`src/rtl/imem_boot_loader.sv`:
```
// imem_boot_loader: writer side of the instruction memory.
//   Holds the core in reset, receives a framed program over a valid/ready byte
//   stream (LEN_LO, LEN_HI, 4*N little-endian data bytes, XOR checksum byte),
//   writes each assembled 32-bit word to imem, then releases the core on success.
//
// Optional feature: define LOADER_TIMEOUT_EN to abort a load with an error after
//   TIMEOUT_CYCLES cycles without an accepted byte.
//
// Ports:
//   i_clk          system clock, all state on rising edge
//   i_rst_n        asynchronous active-low reset
//   i_load_start   single-cycle request to begin a load (ignored while busy)
//   i_load_abort   abort the current load (ignored when not busy)
//   i_in_valid     byte-stream valid
//   i_in_data      byte-stream data
//   o_in_ready     loader can accept a byte
//   o_imem_we      imem write strobe, one cycle per word
//   o_imem_addr    imem word index
//   o_imem_wdata   imem write data
//   o_core_reset   active-high reset to the processor
//   o_busy         load in progress
//   o_done         last load succeeded (sticky)
//   o_error        last load failed (sticky)
module imem_boot_loader #(
  parameter int unsigned ADDR_W         = 10,
  parameter int unsigned TIMEOUT_CYCLES = 1000
) (
  input  logic              i_clk,
  input  logic              i_rst_n,
  input  logic              i_load_start,
  input  logic              i_load_abort,
  input  logic              i_in_valid,
  input  logic [7:0]        i_in_data,
  output logic              o_in_ready,
  output logic              o_imem_we,
  output logic [ADDR_W-1:0] o_imem_addr,
  output logic [31:0]       o_imem_wdata,
  output logic              o_core_reset,
  output logic              o_busy,
  output logic              o_done,
  output logic              o_error
);

  localparam int unsigned Depth = 1 << ADDR_W;
  localparam logic [ADDR_W:0] IdxOne = 1;

  typedef enum logic [2:0] {
    StIdle, StLenLo, StLenHi, StData, StWrite, StCsum, StDone, StError
  } state_t;

  state_t            r_state, w_state_next;
  logic [15:0]       r_len;
  // One bit wider than the address so a full-depth load can reach Depth.
  logic [ADDR_W:0]   r_word_idx;
  logic [ADDR_W:0]   w_idx_inc;
  logic [1:0]        r_byte_cnt;
  logic [7:0]        r_csum;
  logic [31:0]       r_word;
  logic [ADDR_W-1:0] r_imem_addr;

  logic        w_accept, w_take, w_start, w_timeout, w_len_bad, w_last_word;
  logic [15:0] w_len;

  assign o_in_ready = (r_state == StLenLo) || (r_state == StLenHi) ||
                      (r_state == StData)  || (r_state == StCsum);
  assign o_busy       = o_in_ready || (r_state == StWrite);
  assign o_imem_we    = (r_state == StWrite);
  assign o_imem_addr  = r_imem_addr;
  assign o_imem_wdata = r_word;
  assign o_core_reset = (r_state != StDone);
  assign o_done       = (r_state == StDone);
  assign o_error      = (r_state == StError);

  assign w_accept = i_in_valid && o_in_ready;
  // Abort and timeout win over a byte offered in the same cycle.
  assign w_take   = w_accept && !i_load_abort && !w_timeout;
  assign w_start  = i_load_start && !o_busy;

  assign w_len       = {i_in_data, r_len[7:0]};
  assign w_len_bad   = (w_len == 16'd0) || (32'(w_len) > Depth);
  assign w_idx_inc   = r_word_idx + IdxOne;
  assign w_last_word = (32'(w_idx_inc) == 32'(r_len));

`ifdef LOADER_TIMEOUT_EN
  localparam int unsigned TmoW = $clog2(TIMEOUT_CYCLES + 1);
  localparam logic [TmoW-1:0] TmoOne = 1;
  logic [TmoW-1:0] r_tmo;

  // The counter only runs in byte-waiting states, which are exactly the in_ready states.
  assign w_timeout = o_in_ready && !w_accept && (32'(r_tmo) == TIMEOUT_CYCLES - 1);

  always_ff @(posedge i_clk or negedge i_rst_n) begin
    if (!i_rst_n) begin
      r_tmo <= '0;
    end else if ((w_state_next != r_state) || w_accept) begin
      r_tmo <= '0;
    end else if (o_in_ready) begin
      r_tmo <= r_tmo + TmoOne;
    end
  end
`else
  assign w_timeout = 1'b0;
`endif

  always_comb begin
    w_state_next = r_state;
    unique case (r_state)
      StIdle, StDone, StError: if (i_load_start) w_state_next = StLenLo;
      StLenLo: if (w_take) w_state_next = StLenHi;
      StLenHi: if (w_take) w_state_next = w_len_bad ? StError : StData;
      StData:  if (w_take && (r_byte_cnt == 2'd3)) w_state_next = StWrite;
      StWrite: w_state_next = w_last_word ? StCsum : StData;
      StCsum:  if (w_take) w_state_next = (i_in_data == r_csum) ? StDone : StError;
      default: w_state_next = StIdle;
    endcase
    if (o_busy && (i_load_abort || w_timeout)) w_state_next = StError;
  end

  always_ff @(posedge i_clk or negedge i_rst_n) begin
    if (!i_rst_n) begin
      r_state <= StIdle;
    end else begin
      r_state <= w_state_next;
    end
  end

  always_ff @(posedge i_clk or negedge i_rst_n) begin
    if (!i_rst_n) begin
      r_len       <= '0;
      r_word_idx  <= '0;
      r_byte_cnt  <= '0;
      r_csum      <= '0;
      r_word      <= '0;
      r_imem_addr <= '0;
    end else if (w_start) begin
      r_len      <= '0;
      r_word_idx <= '0;
      r_byte_cnt <= '0;
      r_csum     <= '0;
    end else begin
      if (w_take && (r_state == StLenLo)) r_len[7:0]  <= i_in_data;
      if (w_take && (r_state == StLenHi)) r_len[15:8] <= i_in_data;
      if (w_take && (r_state == StData)) begin
        r_word[{r_byte_cnt, 3'b000} +: 8] <= i_in_data;
        r_csum     <= r_csum ^ i_in_data;
        r_byte_cnt <= r_byte_cnt + 2'd1;
        // Latch the address only when the word completes so it holds between writes.
        if (r_byte_cnt == 2'd3) r_imem_addr <= r_word_idx[ADDR_W-1:0];
      end
      if (r_state == StWrite) r_word_idx <= w_idx_inc;
    end
  end

endmodule

```
`config.mk`:
```
export PLATFORM = sky130hd
export DESIGN_NAME = imem_boot_loader
export DESIGN_NICKNAME = d
export VERILOG_FILES = /design/src/rtl/imem_boot_loader.sv
export SDC_FILE = /design/constraint.sdc
export NUM_CORES = 1
export LEC_CHECK = 0
export ABC_CLOCK_PERIOD_IN_PS = 5600
export CORE_UTILIZATION = 50
export DETAILED_ROUTE_END_ITERATION = 8
export PLACE_DENSITY = 0.74
export SLEW_MARGIN = 20
export SYNTH_ARGS = -nofsm -noshare
export SYNTH_HDL_FRONTEND = slang
export SYNTH_SLANG_ARGS = --single-unit
```
`constraint.sdc`:
```
create_clock -name i_clk -period 5.6 [get_ports i_clk]
set_input_delay 1.12 -clock i_clk [delete_from_list [all_inputs] [get_ports i_clk]]
set_output_delay 1.12 -clock i_clk [all_outputs]
set_load 0.03 [all_outputs]
```
==> results.toml <==
[sta]
tightestPinTransition_ns = 1.04
finalSetupViolations = 0
final_hold_viol_count = 0
fin_skew_ns = 0.00632
fin_crit_ns = 3.64
drv_slew = 0
fin_setup_tns_ns = 0
rsz0062_at_grt = "false"
period_share_pct = 65.0
fmax_mhz = 275
slew_headroom_pct = 30.2

[place]
dpl.cell_count = 596
numPortBuffers = 60
dp_hpwl_mm = 6.79
place.gp.congestion = 0.887

[job]
max_cap_viol_count = 0

[power]
p_leak_nw = 2.10
combPwrFrac_pct = 36.0
clockPowerShare_pct = 23.3
peakVddDrop_mv = 0.216
netSwitchingFraction_pct = 37.6
internal-power_mw = 1.25
p_switching_mw = 0.756
powerDensity_mw_per_mm2 = 400
seqPwrFrac_pct = 40.7

[synthesis]
synth.cell_area_sq_mm = 0.00418
yosys_warnings = 0
syn_avg_cell_area_sq_um = 9.11
synth-seq-area-share_pct = 49.1
synthFlopType = "dfrtp_1"
synth_edf_count = 0
ys_async_sr_fraction_pct = 100
syn_nets = 478
synthCells = 459
yosysUniqueCellTypes = 47
synth_seq_cells = 82

[setup_path]
crit_chain = "nor2b_1 -> nand2b_1 -> inv_2 -> clkdlybuf4s50_1"
path_max_fanout = 16
crit_type = "register to primary output"
worst-path-buf-inv = 2
cp_top_family = "buffers and inverters"
startpoint_type = "register"
end_kind = "primary output"
cp_data_required_time_ns = 4.48
cpMaxStageDelayCell = "clkdlybuf4s50_1"
slowest_delay_ns = 0.71
critPathArrivalTime_ns = 2.52

[clock_tree]
cts_resized = 0
cts.sinks = 82
clk_path_buf_depth = 2
cts_tree = "yes"
cts_made_buffers = 9
htree_levels = 3
ctsHoldBuffers = 0
clkTransAtPathRegs_ns = 0.07
insertion_delay_ns = 0.35
cts-root-buf = "clkbuf_8"
postCtsSetupBuffers = 0

[floorplanning]
die_h_um = 93.4
rows = 32
die_x_um = 93.4
start_util_pct = 53.0
dieArea_sq_mm = 0.00873
boundaryPins = 61
core_sq_mm = 0.00789

[route]
vias_per_cell = 5.54
vias = 3382
detail_route.wl_per_cell_um = 16.2
route.detailed.drc = 0
ant_nets = 0
drtIter0Drc = 213
first_pass_iters = 4
wl_mm = 9.90

[finish]
n_fill_cell = 681
layout.nets = 524
area_growth_pct = 20.1
register_area_sq_mm = 0.00205
drive_above_1_share_pct = 5.11
diodes = 0
multiInputGateArea_sq_mm = 0.00199
final_cells = 611

[global_route]
met2_usage_pct = 39.8
grt_pass1_wl_mm = 16.2
grt_antenna_before_repair = 0
grt_max_degree = 83
use_met3_pct = 3.66
track_usage_pct = 24.4
top_usage_layer = "met2"
grt_util_met1_pct = 32.8
first_global_vias = 3197
grt_overflow = 0

[hold_path]
worstHoldPathType = "register to register"

[outcome]
status = "complete, no violations"
[power by group through the flow]
stage,registers (mW),logic [mW],clock network [mW]
2_1_floorplan,0.837,0.474,0
3_3_place_gp,0.818,0.703,0
3_5_place_dp,0.825,0.722,0
4_1_cts,0.814,0.726,0.476
5_1_grt,0.829,0.798,0.507
6_report,0.816,0.723,0.469
[worst paths after layout]
path	endpoint	slack [ns]	cells past startpoint	start
worst max-delay path	o_imem_we	1.96	4	r_state[2]
worst min-delay path	o_imem_wdata[28]	0.49	2	o_imem_wdata[28]
worst max register to register	o_imem_addr[8]	2.87	4	r_state[1]
worst min register to register	o_imem_wdata[28]	0.49	2	o_imem_wdata[28]
max in group asynchronous	r_csum[2]	4.29	1	i_rst_n
min in group asynchronous	r_csum[6]	0.79	1	i_rst_n
[registers in the layout, summed over array words and instances, names as in the netlist]
| signal | count |
|---|---|
| o_imem_wdata | 32 |
| r_len | 16 |
| r_word_idx | 11 |
| o_imem_addr | 10 |
| r_csum | 8 |
| r_state | 3 |
| r_byte_cnt | 2 |
[through the flow]
step / cell area (sq um) / setup WS (ns) / hold WS, ns / power (mW) / util (%)
after global placement: 4800 / 1.91 / 0.467 / 1.52 / 60.9
after CTS: 5020 / 1.98 / 0.492 / 2.02 / 63.6
after floorplan: 4180 / 2.94 / 0.460 / 1.31 / -
after global routing: 5020 / 1.79 / 0.517 / 2.13 / 63.7
final: 5020 / 1.96 / 0.487 / 2.01 / 63.7
after detailed placement: 4800 / 1.81 / 0.474 / 1.55 / 60.9
[layout by cell type, fill, tap and decap left out, types with 5 or more instances in the layout]
master and count:
clkdlybuf4s50_1 59, or4_1 5, xnor2_1 16, nand2_1 99
o21ai_1 66, o21ai_0 6, a21oi_1 5, mux2_1 9
mux2i_1 18, nand4_1 5, dfrtp_1 82, nor2_1 38
o31ai_1 6, ha_1 6, clkbuf_8 10, xor2_1 8
[tightest hold or removal path: stages (launching register included)]
cell,delay (ns)
dfrtp_1,0.34
nand2_1,0.05
o21ai_1,0.06
[synth_stat cells (5+ instances only)]
cell type  instances  area (sq um)
nand2_1           99           372
dfrtp_1           82          2050
o21ai_1           66           330
nor2_1            38           143
mux2i_1           18           180
clkbuf_1          17          63.8
xnor2_1           16           140
mux2_1             9           101
xor2_1             8          70.1
buf_2              6          30.0
ha_1               6          75.1
o21ai_0            6          30.0
o31ai_1            6          45.0
a21oi_1            5          25.0
nand4_1            5          31.3
or4_1              5          37.5
[layer usage]
layer	share of wire, %	wire length (um)
met5	0	0
met4	1.6	156
met1	46	4520
met3	3.7	362
met2	49	4860
[cells by family (layout without fill, tap and decap cells)]
group                    after synthesis  count (layout)  synth area share [%]
XOR/XNOR                              24              24                  5.03
AND/OR/NAND/NOR                      188             188                  20.6
adder cells (fa/ha/maj)                6               6                  1.80
multiplexers                          27              27                  6.73
flip-flops                            82              82                  49.1
AO/OA/AOI/OAI                         99              99                  13.4
buffers and inverters                 33              83                  3.32
[layout make-up]
type | instances | area share (%)
Inverter | 7 | 0.523
Clock buffer | 10 | 2.74
Sequential cell | 82 | 40.9
Tap cell | 102 | 2.54
Clock inverter | 5 | 1.57
Multi-Input combinational cell | 344 | 39.6
Timing Repair Buffer | 61 | 12.1
Note: power is estimated with default switching activity, not from simulation.
